**src/rtl/logic_unit_pipe.sv**
```systemverilog
// logic_unit_pipe: two-stage valid/ready pipeline applying one of eight
// bitwise logic ops to two WIDTH-bit operands.
// Ports:
//   iClk, iRst                 clock, synchronous active-high reset
//   iValid/oReady, iA, iB, iOp operand beat handshake and payload
//   oValid/iReady, oResult     result handshake and payload
//   oCount                     completed output transfers (wraps)
//   oZero, oOnes, oParity      result flags (LOGIC_UNIT_FLAGS_EN only)
// Optional feature macro: LOGIC_UNIT_FLAGS_EN
module logic_unit_pipe #(
    parameter int WIDTH   = 8,
    parameter int COUNT_W = 16
) (
    input  logic               iClk,
    input  logic               iRst,
    input  logic               iValid,
    output logic               oReady,
    input  logic [WIDTH-1:0]   iA,
    input  logic [WIDTH-1:0]   iB,
    input  logic [2:0]         iOp,
    output logic               oValid,
    input  logic               iReady,
    output logic [WIDTH-1:0]   oResult,
    output logic [COUNT_W-1:0] oCount
`ifdef LOGIC_UNIT_FLAGS_EN
    ,
    output logic               oZero,
    output logic               oOnes,
    output logic               oParity
`endif
);

    localparam logic [2:0] OP_AND  = 3'd0;
    localparam logic [2:0] OP_OR   = 3'd1;
    localparam logic [2:0] OP_NOTA = 3'd2;
    localparam logic [2:0] OP_NAND = 3'd3;
    localparam logic [2:0] OP_NOR  = 3'd4;
    localparam logic [2:0] OP_XOR  = 3'd5;
    localparam logic [2:0] OP_XNOR = 3'd6;
    localparam logic [2:0] OP_PASS = 3'd7;

    logic             s1Valid;
    logic [WIDTH-1:0] s1A;
    logic [WIDTH-1:0] s1B;
    logic [2:0]       s1Op;

    logic             s2Load;
    logic             s1Advance;
    logic             inXfer;
    logic             outXfer;
    logic [WIDTH-1:0] aluResult;

    // Stage 2 frees up either when empty or when its beat leaves this cycle,
    // so oReady can look through a full pipeline to iReady.
    assign outXfer   = oValid && iReady;
    assign s2Load    = !oValid || iReady;
    assign s1Advance = s1Valid && s2Load;
    assign oReady    = !s1Valid || s1Advance;
    assign inXfer    = iValid && oReady;

    always_comb begin
        aluResult = '0;
        case (s1Op)
            OP_AND:  aluResult = s1A & s1B;
            OP_OR:   aluResult = s1A | s1B;
            OP_NOTA: aluResult = ~s1A;
            OP_NAND: aluResult = ~(s1A & s1B);
            OP_NOR:  aluResult = ~(s1A | s1B);
            OP_XOR:  aluResult = s1A ^ s1B;
            OP_XNOR: aluResult = ~(s1A ^ s1B);
            OP_PASS: aluResult = s1A;
            default: aluResult = '0;
        endcase
    end

    // Stage 1: operand register
    always_ff @(posedge iClk) begin
        if (iRst) begin
            s1Valid <= 1'b0;
            s1A     <= '0;
            s1B     <= '0;
            s1Op    <= '0;
        end else if (inXfer) begin
            s1Valid <= 1'b1;
            s1A     <= iA;
            s1B     <= iB;
            s1Op    <= iOp;
        end else if (s1Advance) begin
            s1Valid <= 1'b0;
        end
    end

    // Stage 2: result register; payload keeps its last value when emptied
    always_ff @(posedge iClk) begin
        if (iRst) begin
            oValid  <= 1'b0;
            oResult <= '0;
        end else if (s2Load) begin
            oValid <= s1Valid;
            if (s1Valid) begin
                oResult <= aluResult;
            end
        end
    end

    always_ff @(posedge iClk) begin
        if (iRst) begin
            oCount <= '0;
        end else if (outXfer) begin
            oCount <= oCount + COUNT_W'(1);
        end
    end

`ifdef LOGIC_UNIT_FLAGS_EN
    // Flags travel with oResult so they share its stall/hold behaviour.
    always_ff @(posedge iClk) begin
        if (iRst) begin
            oZero   <= 1'b0;
            oOnes   <= 1'b0;
            oParity <= 1'b0;
        end else if (s2Load && s1Valid) begin
            oZero   <= (aluResult == '0);
            oOnes   <= (aluResult == '1);
            oParity <= ^aluResult;
        end
    end
`endif

endmodule
```
**config.mk**
```make
export PLATFORM = sky130hd
export DESIGN_NAME = logic_unit_pipe
export DESIGN_NICKNAME = d
export VERILOG_FILES = /design/src/rtl/logic_unit_pipe.sv
export SDC_FILE = /design/constraint.sdc
export NUM_CORES = 1
export LEC_CHECK = 0
export ABC_AREA = 1
export CAP_MARGIN = 10
export CORE_MARGIN = 3
export CORE_UTILIZATION = 25
export DETAILED_ROUTE_END_ITERATION = 16
export PLACE_DENSITY_LB_ADDON = 0.1
export SLEW_MARGIN = 5
export SYNTH_ARGS = -nofsm -noshare
export SYNTH_HDL_FRONTEND = slang
export SYNTH_SLANG_ARGS = --single-unit
export TNS_END_PERCENT = 30
```
**constraint.sdc**
```tcl
create_clock -name iClk -period 1.7 [get_ports iClk]
set_clock_uncertainty 0.05 [all_clocks]
set_input_delay 0.34 -clock iClk [delete_from_list [all_inputs] [get_ports iClk]]
set_output_delay 0.34 -clock iClk [all_outputs]
set_load 0.01 [all_outputs]
```
* Yosys cells after proc, flatten, opt, wreduce, memory -nomap -nowiden
Cells that the tools add are included.
** Storage, ports and cells
- Output and inout port bits :: 26
- RAM bits :: 0
- Bits in read-only memories :: 0
- Bits in latches :: 0
- Bits in registers :: 45
- Word-level logic and storage cells :: 35
- Memories :: 0
** Operators by class
- Shift-type cells :: 0
- Equal/unequal tests :: 7
- Reduce and logical (&&, ||, !) cells :: 10
- Mux-type cells :: 3
- Divide/modulo/power cells :: 0
- Multipliers :: 0
- Magnitude comparators :: 0
- Add/sub/neg operators :: 1
- Bitwise gates (word level) :: 7
** Operator list (count)
- $pmux 8 s8 :: 1
- $not 8->8 :: 4
- $add 16x1->16 const B :: 1
- $eq 3x3->1 const B :: 4
- $and 8x8->8 :: 1
- $or 8x8->8 :: 1
- $xor 8x8->8 :: 1
- $eq 3x2->1 const B :: 2
- $eq 3x1->1 const B :: 1
- $logic_and 1x1->1 :: 3
- $logic_not 3->1 :: 1
- $logic_not 1->1 :: 2
- $logic_or 1x1->1 :: 2
- $mux 1 :: 2
- $reduce_and 2->1 :: 1
- $reduce_bool 2->1 :: 1

* Longest topological paths before layout
Gate-level depths: netlist of the first run.
- Depth after elaboration :: 6
- Depth in mapped cells :: 10

* Least setup slack after synthesis of the first run
Ideal clock, no wire load.
- Kind :: reg-to-reg
- Start point :: register oCount[0]
- End point :: register oCount[14]
- Data required time :: 1.537 ns
- Cell stages (with the launch flop) :: 11
- Arrival :: 1.258 ns
- Slack :: 0.279 ns
- Path through :: dfxtp_1 -> ha_1 -> nand2_1 -> nor2_1 -> nand2_2 -> nor2_4 -> nand2_2 -> nor2_2 -> nand2_1 -> nand2_1 -> nor2_1
** On the way
- Word-level cells in the longest chain between the ends :: 1
** RTL lines
- start, declared :: RTL line 24 : output logic [COUNT_W-1:0] oCount
- start signal, assigned :: RTL line 110 : oCount <= oCount + COUNT_W'(1);
- $add 16x1->16 :: RTL line 110
Every way passes these cells.
A chain may end at the register's enable or synchronous reset.

* Worst setup path in the final report of the first run
- Start point :: register oCount[6]
- End point :: output port oCount[6]
No word-level cell between the ends.

==> flow_metrics.py, run 1 <==
metrics = {
    "sta": {
        "rsz0062_at_grt": "false",
        "hold_violations": 0,
        "period_minus_slack_ns": 1.64,
        "setup_viol": 0,
        "fmax_mhz": 609,
        "period_share": 0.965,
        "worstMarginPinSlew_ns": 0.308,
        "slew_violations": 0,
        "slew_headroom": 0.794,
    },
    "pwr": {
        "power.total_w": 0.00239,
        "p_int_w": 0.00164,
        "p_comb_frac": 0.232,
        "switching_share": 0.312,
        "ir_worst_vdd_v": 0.000325,
        "pwr-share-seq": 0.482,
        "p_leak_nw": 1.61,
        "p_per_area_mw_per_mm2": 660,
        "p_sw_w": 0.000747,
        "clock_power_share": 0.286,
    },
    "synthesis": {
        "synth_top_area_share": 0.330,
        "ys_seq_area_frac": 0.330,
        "synth_edf_count": 0,
        "ys_top_cells_by_area": "dfxtp_1, nand2_1, inv_1",
        "synth.avg_cell_area_um2": 6.63,
        "ys.flop_type": "dfxtp_1",
        "synth_common_cells": "nand2_1, inv_1, dfxtp_1, a21oi_1, nor2_1",
        "syn_area_mm2": 0.00273,
        "netlist_instances": 412,
        "synth_nets": 452,
        "synth-async-reset-ratio": 0,
        "synth_cell_types": 25,
        "ys_seq_elements": 45,
        "yosysTopAreaCell": "dfxtp_1",
        "yosysWarnings": 0,
        "synth_most_common_cell": "nand2_1",
    },
    "finish": {
        "antennaDiodeCount": 0,
        "final_cell_area_mm2": 0.00362,
        "syn_to_final_growth_pct": 32.6,
        "fin_cells": 613,
        "drive_gt1_frac": 0.132,
        "nNetsFinal": 516,
        "nFillCells": 1170,
    },
    "critical_path": {
        "crit_arrival_ns": 1.25,
        "crit_path_max_fanout": 6,
        "criticalPathCategory": "reg2out",
        "path_buf_inv": 1,
        "worstPathRequired_ns": 1.31,
        "r2r_end": "oResult[2]",
        "startpoint_type": "flop",
        "crit_chain": "clkdlybuf4s50_1",
        "worst_r2r_path_depth": 8,
        "cp-end-kind": "output port",
        "cp_top_family": "buffers and inverters",
        "ff2ff_setup_slack_ns": 0.23,
        "slowest_delay_ns": 0.55,
        "r2r-start": "s1Op[0]",
        "cp_slowest_cell": "clkdlybuf4s50_1",
    },
    "route": {
        "vias": 2663,
        "drcViolationCount": 0,
        "viasPerCell": 4.34,
        "routedWlPerCell_um": 11.9,
        "postRouteWirelength_um": 7290,
        "dr.pass1.iters": 4,
        "antenna_left": 0,
        "drtIter0Drc": 144,
    },
    "place": {
        "port_buffers": 48,
        "dp_hpwl_um": 5370,
        "place_area_mm2": 0.00351,
        "dp_cells": 605,
        "globalplace.congestion": 0.752,
    },
    "cts": {
        "insertion_delay_ns": 0.30,
        "cts_buffers": 5,
        "htreeDepth": 2,
        "cts-root-buf": "clkbuf_8",
        "clock_path_buffers": 2,
        "cts.clk_slew.worst_paths_ns": 0.10,
        "clock_sinks": 45,
        "cts_tree": "done",
        "hold_buffers": 0,
        "post_cts_buffers": 0,
    },
    "global_routing": {
        "overflow": 0,
        "grt_first_pass_wirelength_um": 12700,
        "antenna_found_initial": 0,
        "grt_use_total": 0.123,
        "grt_pass1_vias": 2530,
        "grt_max_degree": 32,
    },
    "die": {
        "start_util": 0.261,
        "fp.coreArea_mm2": 0.0105,
        "dieArea_mm2": 0.0122,
        "die_h_um": 111,
        "io_pins": 49,
        "die_w_um": 111,
        "row_count": 37,
    },
    "hold_path": {
        "hp-start": "oCount[8]",
        "worstHoldEndpoint": "oCount[8]",
        "worst_hold_path_type": "reg2reg",
        "hold_depth": 2,
    },
    "flow_run": {
        "maxCapViolCount": 0,
    },
    "run_status": {
        "outcome": "completed",
    },
}
==> power groups by stage <==
stage | combinational, W | sequential, W | clock (W)
3_3_place_gp | 0.000553 | 0.00118 | 0
3_5_place_dp | 0.000559 | 0.00118 | 0
5_1_grt | 0.000639 | 0.00116 | 0.000771
6_report | 0.000554 | 0.00115 | 0.000684
4_1_cts | 0.000560 | 0.00115 | 0.000731
2_1_floorplan | 0.000344 | 0.00116 | 0
==> worst max path at each step <==
stage,cells past startpoint,slack (ns),start,endpoint
floorplan,10,0.28,oCount[0],oCount[14]
global placement,4,-0.22,iReady,oReady
detailed placement,4,-0.22,iReady,oReady
CTS,1,0.002,oCount[3],oCount[3]
global route,1,0.007,oCount[2],oCount[2]
finish,1,0.06,oCount[6],oCount[6]
==> cell usage in the layout (no fill, tap or decap), types with 3 or more instances in the layout <==
cell	count
nand2_1	86
inv_1	61
clkdlybuf4s50_1	46
a21oi_1	37
nor2_1	36
o21ai_0	33
nand3_1	31
dfxtp_1	31
nand4_1	25
buf_4	25
ha_1	17
dfxtp_2	14
clkbuf_8	5
nand2_2	4
nor2_4	4
nor2_2	3
nor3_1	3
==> worst min-delay path: cells and delay by family, from the launching register on <==
family	cells	cell delay, ns
AOI/OAI and AO/OA	1	0.05
buffers and inverters	1	0.05
DFF	1	0.34
==> registers in the layout, indices dropped and copies added, names as in the netlist <==
name / flops
oValid: 1
s1Op: 3
oResult: 8
s1Valid: 1
oCount: 16
s1A: 8
s1B: 8
==> cells by family after synthesis <==
family / Yosys count / share of synthesized area
adders and majority gates: 17 / 0.0779
AOI/OAI and AO/OA: 71 / 0.131
buffers and inverters: 82 / 0.125
xor gates and xnor gates: 1 / 0.00321
DFF: 45 / 0.330
and+or+nand+nor: 196 / 0.333
==> final cells by class <==
type / instances / area (µm²) / share of cell area
inverters: 64 / 241 / 0.0667
flip-flops and latches: 45 / 918 / 0.254
repair buffers: 75 / 711 / 0.196
well taps: 136 / 170 / 0.0470
clock inverters: 2 / 15.0 / 0.00415
clock buffers: 6 / 72.6 / 0.0200
multi-input cells: 285 / 1490 / 0.412
==> stage by stage <==
step	util	setup slack [ns]	setup TNS [ns]	hold WS, ns
global placement	0.335	-0.221	-3.39	0.405
detailed placement	0.335	-0.224	-3.48	0.409
finish	0.346	0.0589	0	0.414
global route	0.346	0.00730	0	0.430
CTS	0.344	0.00162	0	0.423
floorplan	-	0.279	0	0.359
==> per-layer routing <==
metal  track usage  wire, µm  up-vias
li1              -         -     1460
met1         0.178      3880     1159
met2         0.193      3120       38
met3        0.0208       231        6
met4        0.0246        63        0
met5             0         0        -
==> repair_timing <==
action	CTS	global route
setup endpoints to repair	12	15
gates resized for setup	5	14
pin swaps	0	1
Note: power is estimated with default switching activity, not from simulation.
==> run 2, diff against run 1 <==
Clock period 1.7 ns to 1.9 ns, I/O delays scaled along.
==> run 2 against run 1 <==
Against the previous run:
- via count down 0.45%
- combinational power down 13%
- sequential share of layout area up 0.051 points
- critical path type unchanged
- final cell count down 0.98%
- core utilization down 0.68 points
- die area unchanged
- clock power down 10%
- hold slack better by 0.0050 ns
- global-route usage up 0.067 points
- flip-flop and latch count unchanged
- critical path depth unchanged
==> flow_metrics.py, run 2 (same netlist as run 1, synthesis figures left out) <==
metrics = {
    "run_status": {
        "outcome": "completed",
    },
    "critical_path": {
        "r2r_end": "oResult[3]",
        "crit_arrival_ns": 1.33,
        "path_buf_inv": 1,
        "worstPathRequired_ns": 1.47,
        "crit_chain": "clkdlybuf4s50_1",
        "criticalPathCategory": "reg2out",
        "cp_slowest_cell": "clkdlybuf4s50_1",
        "cp_top_family": "buffers and inverters",
        "slowest_delay_ns": 0.58,
        "cp-end-kind": "output port",
        "worst_r2r_path_depth": 7,
        "crit_path_max_fanout": 6,
        "ff2ff_setup_slack_ns": 0.27,
        "r2r-start": "s1Op[2]",
        "startpoint_type": "flop",
    },
    "finish": {
        "regArea_um2": 902,
        "drive_gt1_frac": 0.0913,
        "largest_reg_flops": 16,
        "antennaDiodeCount": 0,
        "nNetsFinal": 510,
        "final_common_cell": "nand2_1",
        "syn_to_final_growth_pct": 30.0,
        "final_cell_area_mm2": 0.00355,
        "nFillCells": 1171,
        "multiInputGateArea_mm2": 0.00149,
        "layout_common_cells": "nand2_1, inv_1, clkdlybuf4s50_1, dfxtp_1, a21oi_1",
        "regMostFlops": "oCount",
    },
    "hold_path": {
        "hp-start": "oResult[6]",
        "hold_depth": 2,
        "worstHoldEndpoint": "oResult[6]",
        "worst_hold_path_type": "reg2reg",
    },
    "sta": {
        "worstMarginPinSlew_ns": 0.445,
        "rsz0062_at_grt": "false",
        "slew_headroom": 0.703,
        "fmax_mhz": 569,
        "slew_violations": 0,
        "fin_hold_ws_ns": 0.419,
        "fin_ws_ns": 0.141,
        "setup_tns_ns": 0,
        "period_share": 0.926,
        "setup_viol": 0,
        "period_minus_slack_ns": 1.76,
        "hold_violations": 0,
    },
    "die": {
        "die_h_um": 111,
        "start_util": 0.261,
        "dieArea_mm2": 0.0122,
        "row_count": 37,
        "io_pins": 49,
        "die_w_um": 111,
        "fp.coreArea_mm2": 0.0105,
    },
    "route": {
        "antenna_left": 0,
        "viasPerCell": 4.37,
        "drcViolationCount": 0,
        "routedWlPerCell_um": 12.0,
        "postRouteWirelength_um": 7300,
        "dr.pass1.iters": 4,
        "drtIter0Drc": 89,
        "vias": 2651,
    },
    "global_routing": {
        "grt_first_pass_wirelength_um": 12600,
        "overflow": 0,
        "busiest_layer": "met2",
        "use_met1": 0.166,
        "met2_usage": 0.205,
        "grt_pass1_vias": 2603,
        "antenna_found_initial": 0,
        "grt_max_degree": 36,
        "grt_use_met3": 0.0236,
        "grt_use_total": 0.124,
    },
    "pwr": {
        "p_leak_nw": 1.56,
        "ir_worst_vdd_v": 0.000278,
        "p_per_area_mw_per_mm2": 598,
    },
    "place": {
        "dp_hpwl_um": 5420,
        "place_ws_ns": -0.0703,
        "place_area_mm2": 0.00346,
        "port_buffers": 48,
        "globalplace.congestion": 0.791,
    },
    "cts": {
        "cts_tree": "done",
        "htreeDepth": 2,
        "insertion_delay_ns": 0.30,
        "cts-root-buf": "clkbuf_8",
        "clock_path_buffers": 2,
        "cts.clk_slew.worst_paths_ns": 0.09,
        "clock_sinks": 45,
        "post_cts_buffers": 0,
        "cts_buffers": 5,
        "hold_buffers": 0,
    },
    "flow_run": {
        "maxCapViolCount": 0,
    },
}
-- run 2: cell type report --
cell class | count | area share
clock buffer | 6 | 0.0204
tap | 136 | 0.0479
timing repair buffer | 69 | 0.186
inverter | 64 | 0.0677
multi-input combinational | 285 | 0.419
sequential | 45 | 0.254
clock inverter | 2 | 0.00423
-- run 2: routing by layer --
layer,up-vias,share of wire
met3,5,0.041
met5,-,0
li1,1445,-
met1,1157,0.50
met4,0,0.011
met2,44,0.45
-- run 2: stage by stage --
stage,instances,utilization,total power (W)
floorplan,412,-,0.00135
global placement,599,0.331,0.00153
detailed placement,599,0.331,0.00154
CTS,607,0.339,0.00217
global route,607,0.339,0.00228
finish,607,0.339,0.00212
-- run 2: what timing repair did --
item | 4_1_cts | 5_1_grt
cloned | 0 | 0
setup endpoints to repair | 1 | 1
gates resized for setup | 1 | 1
-- run 2: how the worst max path moves through the flow --
stage               slack [ns]      start         end  cells after the start
CTS                       0.12     oValid      oValid                      1
finish                    0.14  oCount[6]   oCount[6]                      1
detailed placement       -0.07     iReady      oReady                      4
floorplan                 0.48  oCount[0]  oCount[14]                     10
global route              0.03    s1Op[2]  oResult[3]                      7
global placement         -0.07     iReady      oReady                      4
-- run 2: report_power, final --
group,internal (W),switching [W]
Sequential,0.000989,0.0000374
Clock,0.000260,0.000353
Combinational,0.000208,0.000276
==> run 3, diff against run 2 <==
Settings changed: CORE_MARGIN 3 to 2, CTS_CLUSTER_SIZE from default to 24.
==> run 3 against run 2 <==
Against the previous run:
- non-clock buffer count down 5
- critical path type unchanged
- register-to-register slack got worse by 0.02 ns
- design area down 0.35%
- maximum frequency up 0.22%
- wire length increased by 2.6%
- setup slack improved by 0.0039 ns
==> flow_metrics.py, run 3 (same netlist as run 1, synthesis figures left out) <==
metrics = {
    "cts": {
        "cts.clk_slew.worst_paths_ns": 0.09,
        "htreeDepth": 2,
        "cts_tree": "done",
        "post_cts_buffers": 0,
        "clock_sinks": 45,
        "insertion_delay_ns": 0.30,
        "cts-root-buf": "clkbuf_8",
        "cts_buffers": 5,
        "clock_path_buffers": 2,
    },
    "sta": {
        "slew_headroom": 0.703,
        "hold_violations": 0,
        "setup_viol": 0,
        "period_minus_slack_ns": 1.75,
        "worstMarginPinSlew_ns": 0.445,
        "rsz0062_at_grt": "false",
        "fmax_mhz": 570,
        "period_share": 0.924,
        "slew_violations": 0,
    },
    "critical_path": {
        "crit_chain": "clkdlybuf4s50_1",
        "slowest_delay_ns": 0.58,
        "startpoint_type": "flop",
        "cp_slowest_cell": "clkdlybuf4s50_1",
        "worstPathRequired_ns": 1.47,
        "cp_top_family": "buffers and inverters",
        "cp-end-kind": "output port",
        "path_buf_inv": 1,
        "crit_arrival_ns": 1.32,
        "criticalPathCategory": "reg2out",
        "crit_path_max_fanout": 6,
    },
    "die": {
        "io_pins": 49,
        "start_util": 0.254,
        "dieArea_mm2": 0.0118,
        "die_w_um": 109,
        "fp.coreArea_mm2": 0.0107,
        "die_h_um": 109,
        "row_count": 38,
    },
    "route": {
        "routedWlPerCell_um": 12.4,
        "drtIter0Drc": 111,
        "dr.pass1.iters": 4,
        "vias": 2734,
        "viasPerCell": 4.52,
        "antenna_left": 0,
        "drcViolationCount": 0,
        "postRouteWirelength_um": 7500,
    },
    "global_routing": {
        "overflow": 0,
        "grt_max_degree": 35,
        "antenna_found_initial": 0,
        "grt_pass1_vias": 2723,
        "grt_use_total": 0.138,
        "grt_first_pass_wirelength_um": 12700,
    },
    "place": {
        "dp_cells": 598,
        "dp_hpwl_um": 5430,
        "port_buffers": 48,
        "globalplace.congestion": 0.775,
    },
    "pwr": {
        "p_per_area_mw_per_mm2": 629,
        "ir_worst_vdd_v": 0.000276,
        "power.total_w": 0.00223,
        "p_leak_nw": 1.55,
    },
    "finish": {
        "largest_reg_flops": 16,
        "layout_common_cells": "nand2_1, inv_1, clkdlybuf4s50_1, dfxtp_1, a21oi_1",
        "syn_to_final_growth_pct": 29.6,
        "antennaDiodeCount": 0,
        "final_common_cell": "nand2_1",
        "drive_gt1_frac": 0.0839,
        "fin_cells": 605,
        "nNetsFinal": 505,
        "regMostFlops": "oCount",
    },
    "hold_path": {
        "worst_hold_path_type": "reg2reg",
    },
    "flow_run": {
        "maxCapViolCount": 0,
    },
    "run_status": {
        "outcome": "completed",
    },
}
==> run 3: stage by stage <==
step / cell area [µm²] / hold WS (ns) / worst slack [ns] / utilization / TNS [ns]
after floorplan: 2730 / 0.399 / 0.479 / - / 0
after global placement: 3430 / 0.398 / -0.0887 / 0.319 / -0.184
after detailed placement: 3430 / 0.401 / -0.103 / 0.319 / -0.318
after CTS: 3530 / 0.420 / 0.0889 / 0.329 / 0
after global routing: 3540 / 0.441 / 0.0592 / 0.329 / 0
final: 3540 / 0.413 / 0.145 / 0.329 / 0
==> run 3: worst paths after layout <==
| kind | end | cells past startpoint | slack [ns] | startpoint |
|---|---|---|---|---|
| hold / removal | oCount[8] | 2 | 0.41 | oCount[8] |
| setup reg to reg | oResult[3] | 7 | 0.25 | s1Op[0] |
| hold reg to reg | oCount[8] | 2 | 0.41 | oCount[8] |
| setup / recovery | oValid | 1 | 0.15 | oValid |
==> run 3: what timing repair did <==
action,CTS,global route
hold endpoints to repair,0,0
hold buffers,0,0
gates resized for setup,1,2
endpoints found under the setup margin,1,7
==> run 3: per-layer routing <==
metal	wire, µm	up-vias	GRT usage
li1	-	1440	-
met1	3460	1238	0.165
met4	147	0	0.0531
met3	243	12	0.0277
met5	0	-	0
met2	3640	44	0.241
==> run 3: report_power, final <==
group,internal (W),switching (W)
Sequential,0.000989,0.0000415
Clock,0.000383,0.000339
Combinational,0.000201,0.000272
Total,0.00157,0.000653
==> run 3: final cells by class <==
cell class | instances | area, µm²
fillers | 1212 | 7210
multi-input cells | 285 | 1490
flip-flops and latches | 45 | 902
repair buffers | 64 | 624
inverters | 64 | 244
well taps | 140 | 175
clock buffers | 5 | 68.8
clock inverters | 2 | 35.0
